===== src/rtl/cpu_pkg.sv =====
// Shared types and defaults for the bus arbiter: FSM state encoding,
// default requester count / hold limit, and the owner index width.
package cpu_pkg;

  typedef enum logic [1:0] {
    IDLE  = 2'd0,
    GRANT = 2'd1,
    TURN  = 2'd2
  } state_t;

  localparam int DEF_NREQ     = 4;
  localparam int DEF_MAX_HOLD = 8;

  function automatic int owner_width(input int n);
    return (n > 1) ? $clog2(n) : 1;
  endfunction

  localparam int OWNER_W = owner_width(DEF_NREQ);

endpackage


===== src/rtl/rr_pick.sv =====
// Round-robin winner selection: scans req from ptr upward with wrap and
// returns the first requester that is high.
module rr_pick
  import cpu_pkg::*;
#(
  parameter int NREQ = DEF_NREQ,
  parameter int W    = owner_width(NREQ)
) (
  input  logic [NREQ-1:0] req,
  input  logic [W-1:0]    ptr,
  output logic [W-1:0]    idx,
  output logic            any
);

  always_comb begin
    logic [W:0] pos;
    idx = '0;
    any = 1'b0;
    pos = '0;
    for (int i = 0; i < NREQ; i++) begin
      // ptr < NREQ, so one conditional subtract is enough for the wrap
      pos = {1'b0, ptr} + (W+1)'(i);
      if (pos >= (W+1)'(NREQ)) pos = pos - (W+1)'(NREQ);
      if (!any && req[pos[W-1:0]]) begin
        any = 1'b1;
        idx = pos[W-1:0];
      end
    end
  end

endmodule


===== src/rtl/bus_arbiter.sv =====
// Tri-state bus arbiter: round-robin grants with one dead TURN cycle per owner change.
// Define BUS_ARBITER_TIMEOUT_EN to add the hold counter, preemption and lock.
module bus_arbiter
  import cpu_pkg::*;
#(
  parameter  int NREQ     = DEF_NREQ,
  parameter  int MAX_HOLD = DEF_MAX_HOLD,
  localparam int W        = owner_width(NREQ)
) (
  input  logic            clk,
  input  logic            rst,
  input  logic [NREQ-1:0] req,
  input  logic [NREQ-1:0] lock,
  output logic [NREQ-1:0] grant,
  output logic            grant_valid,
  output logic [W-1:0]    owner,
  output logic            bus_idle,
  output state_t          state,
  output logic [W-1:0]    ptr
);

  logic            armed;
  logic [W-1:0]    pick_idx;
  logic            pick_any;
  logic [NREQ-1:0] pick_onehot;
  logic            owner_req;
  logic            others;
  logic [W-1:0]    next_ptr;
  logic            start;
  logic            preempt;

  rr_pick #(.NREQ(NREQ), .W(W)) u_pick (
    .req (req),
    .ptr (ptr),
    .idx (pick_idx),
    .any (pick_any)
  );

  assign pick_onehot = {{(NREQ-1){1'b0}}, 1'b1} << pick_idx;
  assign owner_req   = req[owner];
  assign others      = |(req & ~grant);
  assign next_ptr    = (owner == W'(NREQ-1)) ? '0 : owner + W'(1);
  // armed holds off the first grant until one full edge after reset release
  assign start       = pick_any && ((state == IDLE && armed) || state == TURN);

`ifdef BUS_ARBITER_TIMEOUT_EN
  logic [7:0] hold_cnt;
  assign preempt = (hold_cnt == 8'(MAX_HOLD-1)) && others && !lock[owner];
`else
  logic unused_cfg;
  assign preempt    = 1'b0;
  assign unused_cfg = ^{lock, 8'(MAX_HOLD), others};
`endif

  always_ff @(posedge clk or negedge rst) begin
    if (!rst) begin
      state       <= IDLE;
      grant       <= '0;
      grant_valid <= 1'b0;
      owner       <= '0;
      bus_idle    <= 1'b1;
      ptr         <= '0;
      armed       <= 1'b0;
`ifdef BUS_ARBITER_TIMEOUT_EN
      hold_cnt    <= '0;
`endif
    end else begin
      armed <= 1'b1;
      case (state)
        IDLE, TURN: begin
          if (start) begin
            state       <= GRANT;
            grant       <= pick_onehot;
            grant_valid <= 1'b1;
            owner       <= pick_idx;
            bus_idle    <= 1'b0;
`ifdef BUS_ARBITER_TIMEOUT_EN
            hold_cnt    <= '0;
`endif
          end else begin
            state <= IDLE;
          end
        end
        GRANT: begin
          // release and preemption share one exit, so ptr advances once
          if (!owner_req || preempt) begin
            state       <= TURN;
            grant       <= '0;
            grant_valid <= 1'b0;
            owner       <= '0;
            bus_idle    <= 1'b1;
            ptr         <= next_ptr;
          end
`ifdef BUS_ARBITER_TIMEOUT_EN
          else if (hold_cnt != 8'(MAX_HOLD-1)) begin
            hold_cnt <= hold_cnt + 8'd1;
          end
`endif
        end
        default: state <= IDLE;
      endcase
    end
  end

endmodule


===== config.mk =====
export PLATFORM = sky130hd
export DESIGN_NAME = bus_arbiter
export DESIGN_NICKNAME = d
export VERILOG_FILES = /design/src/rtl/cpu_pkg.sv /design/src/rtl/rr_pick.sv /design/src/rtl/bus_arbiter.sv
export SDC_FILE = /design/constraint.sdc
export NUM_CORES = 1
export LEC_CHECK = 0
export ABC_AREA = 1
export ABC_CLOCK_PERIOD_IN_PS = 1500
export CORE_AREA = 2 2 45 47
export DETAILED_ROUTE_END_ITERATION = 6
export DIE_AREA = 0 0 47 49
export DONT_BUFFER_PORTS = 1
export PLACE_DENSITY = 0.74
export SLEW_MARGIN = 25
export SYNTH_ARGS = -nofsm -noshare
export SYNTH_HDL_FRONTEND = slang
export SYNTH_SLANG_ARGS = --single-unit

===== constraint.sdc =====
create_clock -name clk -period 1.5 [get_ports clk]
set_input_delay 0.15 -clock clk [delete_from_list [all_inputs] [get_ports clk]]
set_output_delay 0.15 -clock clk [all_outputs]
set_load 0.1 [all_outputs]

Yosys cells after proc, flatten, opt, wreduce, memory -nomap -nowiden
Cells that the tools add are included.

Flip-flop bits (word level): 13. Word-level logic and storage cells: 83.

$add $sub $neg: 8. Magnitude comparators: 9. Equality and inequality tests: 5. Shift operators: 1. Muxes and demuxes: 38. Bitwise operators: 1. Reduce and logical (&&, ||, !) cells: 14.

Operators by type and width (number): $mux 2 (12); $lt 2x3->1 const B (5); $mux 1 (14); $bmux 1 s2 (5); $ge 3x3->1 const B (3); $mux 4 (2); $pmux 2 s2 (2); $pmux 4 s2 (1); $sub 2x1->2 const B (4); $add 2x2->3 const B (2); $logic_and 1x1->1 (5); $eq 2x2->1 const B (2); $ne 2x2->1 const B (2); $pmux 1 s2 (2); $shl 1x2->4 const A (1); $add 2x1->3 const B (1); $ge 2x3->1 const B (1); $logic_not 1->1 (3); $reduce_and 3->1 (1); $add 2x1->2 const B (1); $eq 2x1->1 const B (1); $logic_not 2->1 (1); $reduce_and 2->1 (1); $reduce_bool 2->1 (1); other kinds (3) (3).

Logic depth before layout (Yosys ltp)
Gate-level depths: netlist (run 1).

Depth in word-level cells: 17. Mapped depth: 12. Mapped depth without buffers: 12.

By module
Synthesis (run 1) repeated with hierarchy kept, for this count alone.

Cells, all modules: 130. Area total of the unflattened synthesis: 950.9 um^2.

Modules (own cells, without submodules): bus_arbiter (times used 1, cells an instance 71, area an instance 631.9 um^2, sequential area each 326.6 um^2); rr_pick (times used 1, cells an instance 59, area an instance 319.1 um^2, sequential area each 0.0 um^2).

Worst setup path after synthesis (run 1)
Ideal clock, no wire load.

Kind: flip-flop to flip-flop. Start: register ptr[0]. End: register grant[0]. Arrival time: 2.121 ns. Data required time: 1.431 ns. Slack: -0.690 ns. Stages on the path, launching flop included: 12. Buffers on the path: 1. Period minus slack after synthesis: 2.190 ns. Path through: dfrtp_1 > inv_2 > nand2_2 > nand2_4 > nand2_4 > nand2_4 > nor2_8 > nand3b_1 > nand2_2 > buf_6 > nand3_1 > nand2_1.

Cells in the longest elaborated chain, start to end: 17. Elaborated cells on any way between the ends: 43. Classes of those cells: add/sub: 7; order compare: 4; eq/ne: 1; shift: 1; mux: 22; reduce/logical: 8.

Ends and longest elaborated chain: from (decl) (line bus_arbiter.sv:19) `output logic [W-1:0] ptr`; from (signal assigned) (line bus_arbiter.sv:92) `ptr <= next_ptr;`; branches (longest 17 deep; another with $add 2x1->3); to (signal assigned) (line bus_arbiter.sv:73) `grant <= pick_onehot;`; to (decl) (line bus_arbiter.sv:14) `output logic [NREQ-1:0] grant,`.

Several ways; the timed one is not identified. The select of a mux whose other input is x is not followed. A chain may end at the register's enable or synchronous reset.

Worst setup path after layout (run 1)
Start: register ptr[0]. End: register owner[0].

Cells in the longest elaborated chain, start to end: 17. Elaborated cells on any way between the ends: 42. Classes of those cells: add/sub: 7; order compare: 4; eq/ne: 1; mux: 22; reduce/logical: 8.

Ends and longest elaborated chain: branches (longest 17 deep; another with $add 2x1->3); to (signal assigned) (line bus_arbiter.sv:75) `owner <= pick_idx;`; to (decl) (line bus_arbiter.sv:16) `output logic [W-1:0] owner,`.

Several ways; the timed one is not identified. The select of a mux whose other input is x is not followed.

==> results.json, run 1 <==
{
  "synth_area_um2": 928,
  "cts.clk_slew.worst_paths_ns": 0.08,
  "die_h_um": 49,
  "violations": "setup timing",
  "drtPass1Iterations": 4,
  "dpl-instance-area_um2": 1130,
  "pin_count": 22,
  "clock-skew-final_ns": 0.00108,
  "vias": 987,
  "period_minus_slack_ns": 1.66,
  "initial_core_util_pct": 50.4,
  "worstSkewPairLatency_ns": 0.27,
  "ant_nets": 0,
  "start_kind": "flip-flop",
  "maxCapViolations": 0,
  "crit_type": "flip-flop to flip-flop",
  "synth_flop_cell": "dfrtp_1",
  "ys_warn_count": 0,
  "fin_ws_ns": -0.162,
  "clockRootBuffer": "clkbuf_4",
  "drt_iter0_markers": 11,
  "synth_fp_nets": 137,
  "worstMarginPinSlew_ns": 0.591,
  "grt_pass1_wl_um": 3740,
  "design.die.area_um2": 2300,
  "hold_viol": 0,
  "crit_path_end_kind": "flip-flop",
  "use_met1_pct": 25.8,
  "cts_num_sinks": 13,
  "synth.top_cell.area_share_pct": 32.3,
  "whs_ns": 0.299,
  "worstPathMaxFanout": 7,
  "wl_um": 2490,
  "grt_pass1_vias": 902,
  "netlist_instances": 126,
  "port_buffers": 0,
  "gr-total-overflow": 0,
  "ys_top_cells_by_count": "nand2_1 (42), dfrtp_1 (12), nand3_1 (12)",
  "drive_gt1_share_pct": 51.9,
  "grt_max_degree": 14,
  "finalSetupViolCount": 10,
  "finalCritPeriodShare_pct": 111,
  "rsz0062_at_grt": "yes",
  "slew_violations": 0,
  "seq_area_frac_synth_pct": 35.2,
  "use_met3_pct": 1.85,
  "synth.largest_area_cell": "dfrtp_1",
  "maxSlewHeadroom_pct": 60.4,
  "antenna_found_initial": 0,
  "gr-usage-met2_pct": 38.1,
  "viasPerCell": 5.28,
  "rows": 16,
  "htree_levels": 1,
  "crit_required_ns": 1.67,
  "core-area_um2": 1840,
  "hpwl_um": 1630,
  "cts_buffer_depth": 2,
  "gp_congestion": 0.798,
  "grt_busiest_layer": "met2",
  "cp_data_arrival_time_ns": 1.83,
  "drc": 0,
  "synth_cell_types": 22,
  "cts_tree": "built",
  "die_w_um": 47,
  "min_path_type": "primary input to flip-flop",
  "synthesis.area_per_instance_um2": 7.37,
  "final_area_um2": 1370,
  "yosysMostFrequentCell": "nand2_1",
  "status": "finished with violations",
  "fmaxAchievable_ghz": 0.602,
  "nets": 172,
  "wl_per_cell_um": 13.3,
  "yosys_register_bits": 13,
  "synth_edf_count": 0,
  "synthTopCellsByArea": "dfrtp_1 (32%), nand2_1 (17%), nand3_1 (6.5%), nand2_2 (6.1%), nand2_4 (4.9%)",
  "antennaDiodeCount": 0,
  "cts_made_buffers": 3,
  "area_growth_pct": 48.0,
  "track_usage_pct": 21.6,
  "fin_util_pct": 74.6,
  "async_reset_ff_share_pct": 100
}
-- layer usage --
| layer | part of all wire (%) | up-vias | routed length, um |
|---|---|---|---|
| li1 | - | 478 | - |
| met1 | 38 | 470 | 943 |
| met2 | 55 | 31 | 1380 |
| met3 | 4.5 | 8 | 113 |
| met4 | 2.3 | 0 | 57 |
| met5 | 0 | - | 0 |
-- kinds of logic after synthesis --
family | synth area share [%]
compound gates | 9.03
simple gates | 46.4
flops | 35.2
other cells | 0.404
buf+inv | 7.68
fa+ha+maj | 1.35
-- stage by stage --
step,cells,TNS [ns],setup slack [ns]
floorplan,126,-1.60,-0.203
global placement,174,-1.01,-0.143
detailed placement,174,-1.16,-0.159
CTS,183,-1.06,-0.141
global route,187,-1.95,-0.240
finish,187,-1.27,-0.162
-- cell type report --
type                    instances  area (um^2)
clock buffers                   4         26.3
fillers                       140          468
inverters                      13         56.3
multi-input cells              98          637
flip-flops and latches         13          339
well taps                      27         33.8
repair buffers                 32          282
-- cell usage in the layout, fill, tap and decap left out, drive strengths merged --
master / n
buf: 31
o211ai: 1
dfstp: 1
dfrtp: 12
nand3: 15
nor2: 8
dlygate4sd3: 1
nand4: 2
ha: 1
o31ai: 2
a21oi: 3
conb: 1
o21ai: 7
clkbuf: 4
nand3b: 3
inv: 13
nand2: 55
-- flip-flops by register name (all words and copies together) (netlist names) --
| name | flops |
|---|---|
| armed | 1 |
| bus_idle | 1 |
| grant | 4 |
| grant_valid | 1 |
| owner | 2 |
| ptr | 2 |
| state | 2 |
-- worst max-delay path, cell delays in order, from the launching register on --
cell and delay (ns):
dfrtp_4 0.54, inv_6 0.10, buf_6 0.12, nand2_4 0.04, nand2_2 0.06, nand2_2 0.06
nand2_4 0.11, nor2_8 0.06, nand3b_1 0.12, nand2_4 0.09, buf_6 0.14, nand3_2 0.05
o21ai_2 0.05
-- path summary, 6_finish.rpt --
path,depth (start not counted),slack (ns),endpoint,start
min in group asynchronous,1,0.32,grant[0]$_DFFE_PN0P_,rst
min,4,0.30,state[0]$_DFFE_PN0P_,req[2]
max,12,-0.16,owner[0]$_DFFE_PN0P_,ptr[0]$_DFFE_PN0P_
min reg2reg,2,0.51,bus_idle$_DFFE_PN1P_,bus_idle$_DFFE_PN1P_
max in group asynchronous,1,0.75,ptr[0]$_DFFE_PN0P_,rst
max reg2reg,12,-0.16,owner[0]$_DFFE_PN0P_,ptr[0]$_DFFE_PN0P_
-- timing repair --
action	CTS	global route
hold buffers	1	0
gates resized for setup	15	27
hold endpoints to repair	13	0
setup buffers	4	4
pin swaps	1	16
setup endpoints to repair	9	10
Power of run 1 is not shown: default switching activity piles up to over one toggle a cycle in this logic, so the estimate is an artifact.
==> run 2: changes to the inputs <==
CAP_MARGIN = 40   (was unset)
REMOVE_ABC_BUFFERS = 1   (was unset)
==> results.json, run 2 (synthesized netlist as in run 1, its figures left out) <==
{
  "placed_cells": 175,
  "die_h_um": 49,
  "antenna_found_initial": 0,
  "die_w_um": 47,
  "multi_input_area_um2": 653,
  "finalNonFillerCells": 184,
  "fin_ws_ns": -0.122,
  "worstPathMaxFanout": 8,
  "cp_top_family": "simple AND/OR/NAND/NOR gates",
  "crit_required_ns": 1.68,
  "grt_busiest_layer": "met2",
  "wl_um": 2410,
  "clock-skew-final_ns": 0.00101,
  "whs_ns": 0.266,
  "slowest_delay_ns": 0.46,
  "worstMarginPinSlew_ns": 0.558,
  "grt_max_degree": 14,
  "min_path_type": "primary input to flip-flop",
  "setup-tns-final_ns": -0.791,
  "slew_violations": 0,
  "cp-startpoint": "ptr[0]$_DFFE_PN0P_",
  "worstRegToRegCells": 11,
  "rsz0062_at_grt": "yes",
  "final_cell_mix": "nand2_1 (32), buf_4 (25), nand2_2 (11), nand2_4 (11), dfrtp_1 (9)",
  "clockRootBuffer": "clkbuf_4",
  "cp_cell_sequence": "buf_12 > nand2_4 > nand2_4 > nand2_4 > nand2_8 > nor2_8 > nand2_1 > nor2_1 > nor2_4 > nand3_1 > nand2_1",
  "rr_endpoint": "grant[1]$_DFFE_PN0P_",
  "initial_core_util_pct": 50.4,
  "largest_register_ffs": 4,
  "hold_viol": 0,
  "finalSetupViolCount": 8,
  "area_growth_pct": 44.9,
  "status": "finished with violations",
  "cp.depth": 11,
  "drtPass1Iterations": 4,
  "gr-usage-met2_pct": 35.6,
  "drt_iter0_markers": 27,
  "wl_per_cell_um": 13.1,
  "viasPerCell": 5.21,
  "pin_count": 22,
  "hpwl_um": 1610,
  "r2r-start": "ptr[0]$_DFFE_PN0P_",
  "final_common_cell": "nand2_1",
  "rows": 16,
  "use_met3_pct": 1.11,
  "period_minus_slack_ns": 1.62,
  "design.die.area_um2": 2300,
  "fillers": 158,
  "finalCritPeriodShare_pct": 108,
  "drive_gt1_share_pct": 49.7,
  "ant_nets": 0,
  "cts_num_sinks": 13,
  "gp_congestion": 0.792,
  "worstSkewPairLatency_ns": 0.29,
  "antennaDiodeCount": 0,
  "grt_pass1_wl_um": 3750,
  "critPathBufInv": 1,
  "crit_type": "flip-flop to flip-flop",
  "reg2reg_slack_ns": -0.12,
  "htree_levels": 1,
  "regMostFlops": "grant",
  "crit_slowest_cell": "dfrtp_2",
  "track_usage_pct": 22.0,
  "endpoint": "grant[1]$_DFFE_PN0P_",
  "grt_pass1_vias": 865,
  "crit_path_end_kind": "flip-flop",
  "fin_util_pct": 73.0,
  "nets": 169,
  "use_met1_pct": 30.5,
  "register_area_um2": 330,
  "maxSlewHeadroom_pct": 62.7,
  "cts_tree": "built",
  "drc": 0,
  "port_buffers": 0,
  "fmaxAchievable_ghz": 0.616,
  "violations": "setup timing",
  "vias": 959,
  "start_kind": "flip-flop",
  "crit_top_cell": "nand2_4",
  "cp_data_arrival_time_ns": 1.81,
  "cts_buffer_depth": 2,
  "cts.clk_slew.worst_paths_ns": 0.08,
  "cts_made_buffers": 3,
  "core-area_um2": 1840,
  "maxCapViolations": 0,
  "gr-total-overflow": 0
}
[run 2: changes by cell type in the layout (fill, tap and decap cells not counted), moves of 3 or more]
cell,before,now
nand3_1,4,8
nand3_2,11,6
buf_6,7,1
nand2_1,36,32
dfrtp_1,6,9
[run 2: final cells by class]
cell class | count | area share (%)
well taps | 27 | 2.51
clock inverters | 1 | 0.372
inverters | 13 | 3.81
flip-flops and latches | 13 | 24.6
multi-input cells | 98 | 48.6
repair buffers | 29 | 18.5
clock buffers | 3 | 1.67
[run 2: worst min-delay path, cell delays in order]
cell and delay [ns]:
inv_1 0.05, o21ai_0 0.08, nand2_1 0.14, o31ai_1 0.09
[run 2: through the flow]
stage / worst slack (ns) / area [um^2]
global placement: -0.0988 / 1140
floorplan: -0.944 / 906
global route: -0.207 / 1350
finish: -0.122 / 1350
detailed placement: -0.123 / 1140
CTS: -0.0964 / 1240
[run 2: how the worst min path moves through the flow]
stage | end | cells past startpoint | startpoint
after floorplan | armed$_DFF_PN0_ | 0 | rst
after global placement | armed$_DFF_PN0_ | 0 | rst
after detailed placement | ptr[0]$_DFFE_PN0P_ | 0 | rst
after CTS | state[0]$_DFFE_PN0P_ | 4 | req[0]
after global routing | state[0]$_DFFE_PN0P_ | 4 | req[0]
final | state[0]$_DFFE_PN0P_ | 4 | req[0]
[run 2: repair_timing]
item,in CTS,in global routing
hold endpoints to repair,13,0
setup buffers,3,1
hold buffers,1,0
endpoints found under the setup margin,9,11
gates cloned,0,0
resized for setup,13,23
pin swaps,0,3
[run 2: per-layer routing]
layer,vias up,share of wire (%)
met4,0,1.0
met2,30,54
met1,459,41
li1,466,-
met3,4,3.9
met5,-,0
Power of run 2 is left out for the same reason.
==> run 3: changes to the inputs <==
PLACE_DENSITY = 0.73   (was 0.74)
REMOVE_ABC_BUFFERS = unset   (was 1)
==> results.json, run 3 (synthesized netlist as in run 1, its figures left out) <==
{
  "crit_path_end_kind": "flip-flop",
  "worstPathMaxFanout": 9,
  "pin_count": 22,
  "slew_violations": 0,
  "drtPass1Iterations": 4,
  "cts_num_sinks": 13,
  "wl_um": 2240,
  "fmaxAchievable_ghz": 0.600,
  "hpwl_um": 1560,
  "drive_gt1_share_pct": 47.8,
  "rsz0062_at_grt": "yes",
  "cts_made_buffers": 3,
  "antenna_found_initial": 0,
  "crit_type": "flip-flop to flip-flop",
  "period_minus_slack_ns": 1.67,
  "drc": 0,
  "antennaDiodeCount": 0,
  "core-area_um2": 1840,
  "htree_levels": 1,
  "min_path_type": "primary input to flip-flop",
  "dp_slack_ns": -0.151,
  "port_buffers": 0,
  "clock-skew-final_ns": 0.00207,
  "wl_per_cell_um": 12.2,
  "finalNonFillerCells": 184,
  "nets": 169,
  "area_growth_pct": 40.4,
  "die_h_um": 49,
  "finalSetupViolCount": 9,
  "fin_util_pct": 70.8,
  "placed_cells": 175,
  "vias": 936,
  "initial_core_util_pct": 50.4,
  "rows": 16,
  "fin_ws_ns": -0.168,
  "maxCapViolations": 0,
  "worstMarginPinSlew_ns": 0.584,
  "design.die.area_um2": 2300,
  "status": "finished with violations",
  "track_usage_pct": 21.6,
  "gr-total-overflow": 0,
  "viasPerCell": 5.09,
  "cts.clk_slew.worst_paths_ns": 0.08,
  "hold_viol": 0,
  "gp_congestion": 0.811,
  "setup-tns-final_ns": -1.23,
  "die_w_um": 47,
  "grt_pass1_wl_um": 3670,
  "maxSlewHeadroom_pct": 61.0,
  "cp_data_arrival_time_ns": 1.83,
  "final_cell_mix": "nand2_1 (37), buf_4 (22), nand2_2 (12)",
  "violations": "setup timing",
  "largest_register_ffs": 4,
  "ant_nets": 0,
  "worstSkewPairLatency_ns": 0.27,
  "grt_max_degree": 14,
  "cts_buffer_depth": 2,
  "clockRootBuffer": "clkbuf_4",
  "grt_pass1_vias": 893,
  "cts_tree": "built",
  "crit_required_ns": 1.66,
  "finalCritPeriodShare_pct": 111,
  "regMostFlops": "grant",
  "final_common_cell": "nand2_1",
  "drt_iter0_markers": 21,
  "start_kind": "flip-flop"
}
==> run 3: cell types whose count changed in the layout (fill, tap and decap cells not counted), moves of 2 or more <==
| cell | previous run | this run |
|---|---|---|
| dfrtp_4 | 0 | 2 |
| nand2_1 | 32 | 37 |
| buf_6 | 1 | 5 |
| buf_4 | 25 | 22 |
| inv_2 | 4 | 2 |
| dfrtp_1 | 9 | 6 |
| nand2_4 | 11 | 6 |
| nand3_2 | 6 | 8 |
==> run 3: metal layers <==
metal | vias up | part of all wire [%] | GRT usage (%)
met1 | 442 | 40 | 26.1
met2 | 25 | 53 | 36.3
met5 | - | 0 | 0
met3 | 6 | 5.0 | 3.33
li1 | 463 | - | -
met4 | 0 | 1.8 | 9.26
==> run 3: layout make-up <==
cell class / instances / area (um^2)
multi-input combinational: 98 / 592
fill: 160 / 538
sequential: 13 / 339
timing repair buffer: 29 / 251
inverter: 13 / 61.3
tap: 27 / 33.8
clock buffer: 4 / 26.3
==> run 3: through the flow <==
step / hold slack (ns) / area, um^2
final: 0.243 / 1300
after global routing: 0.258 / 1300
after CTS: 0.234 / 1240
after detailed placement: -0.145 / 1150
after global placement: -0.145 / 1150
after floorplan: -0.146 / 943
==> run 3: timing repair <==
item / CTS / global route
resized for setup: 11 / 16
endpoints found under the setup margin: 9 / 11
endpoints found under the hold margin: 13 / 0
hold buffers: 1 / 0
buffers inserted: 3 / 1
pin swaps: 6 / 4
==> run 3: critical path, stage by stage, from the launching register on <==
cell and delay (ns):
dfrtp_4 0.55, inv_8 0.10, nand2_2 0.07, nand2_1 0.09
nand2_1 0.07, o21ai_2 0.11, buf_4 0.17, nand2_1 0.05
nor2_1 0.12, nor2_2 0.08, nand3_1 0.09, nand2_1 0.05
==> run 3: final timing paths <==
path,start,to,slack (ns),cells after the start
worst max-delay path,ptr[0]$_DFFE_PN0P_,grant[0]$_DFFE_PN0P_,-0.17,11
worst min-delay path,req[0],state[0]$_DFFE_PN0P_,0.24,4
worst max register to register,ptr[0]$_DFFE_PN0P_,grant[0]$_DFFE_PN0P_,-0.17,11
worst min register to register,state[1]$_DFFE_PN0P_,state[0]$_DFFE_PN0P_,0.51,1
max in group asynchronous,rst,ptr[1]$_DFFE_PN0P_,0.75,1
min in group asynchronous,rst,armed$_DFF_PN0_,0.31,1
Power of run 3 is left out for the same reason.
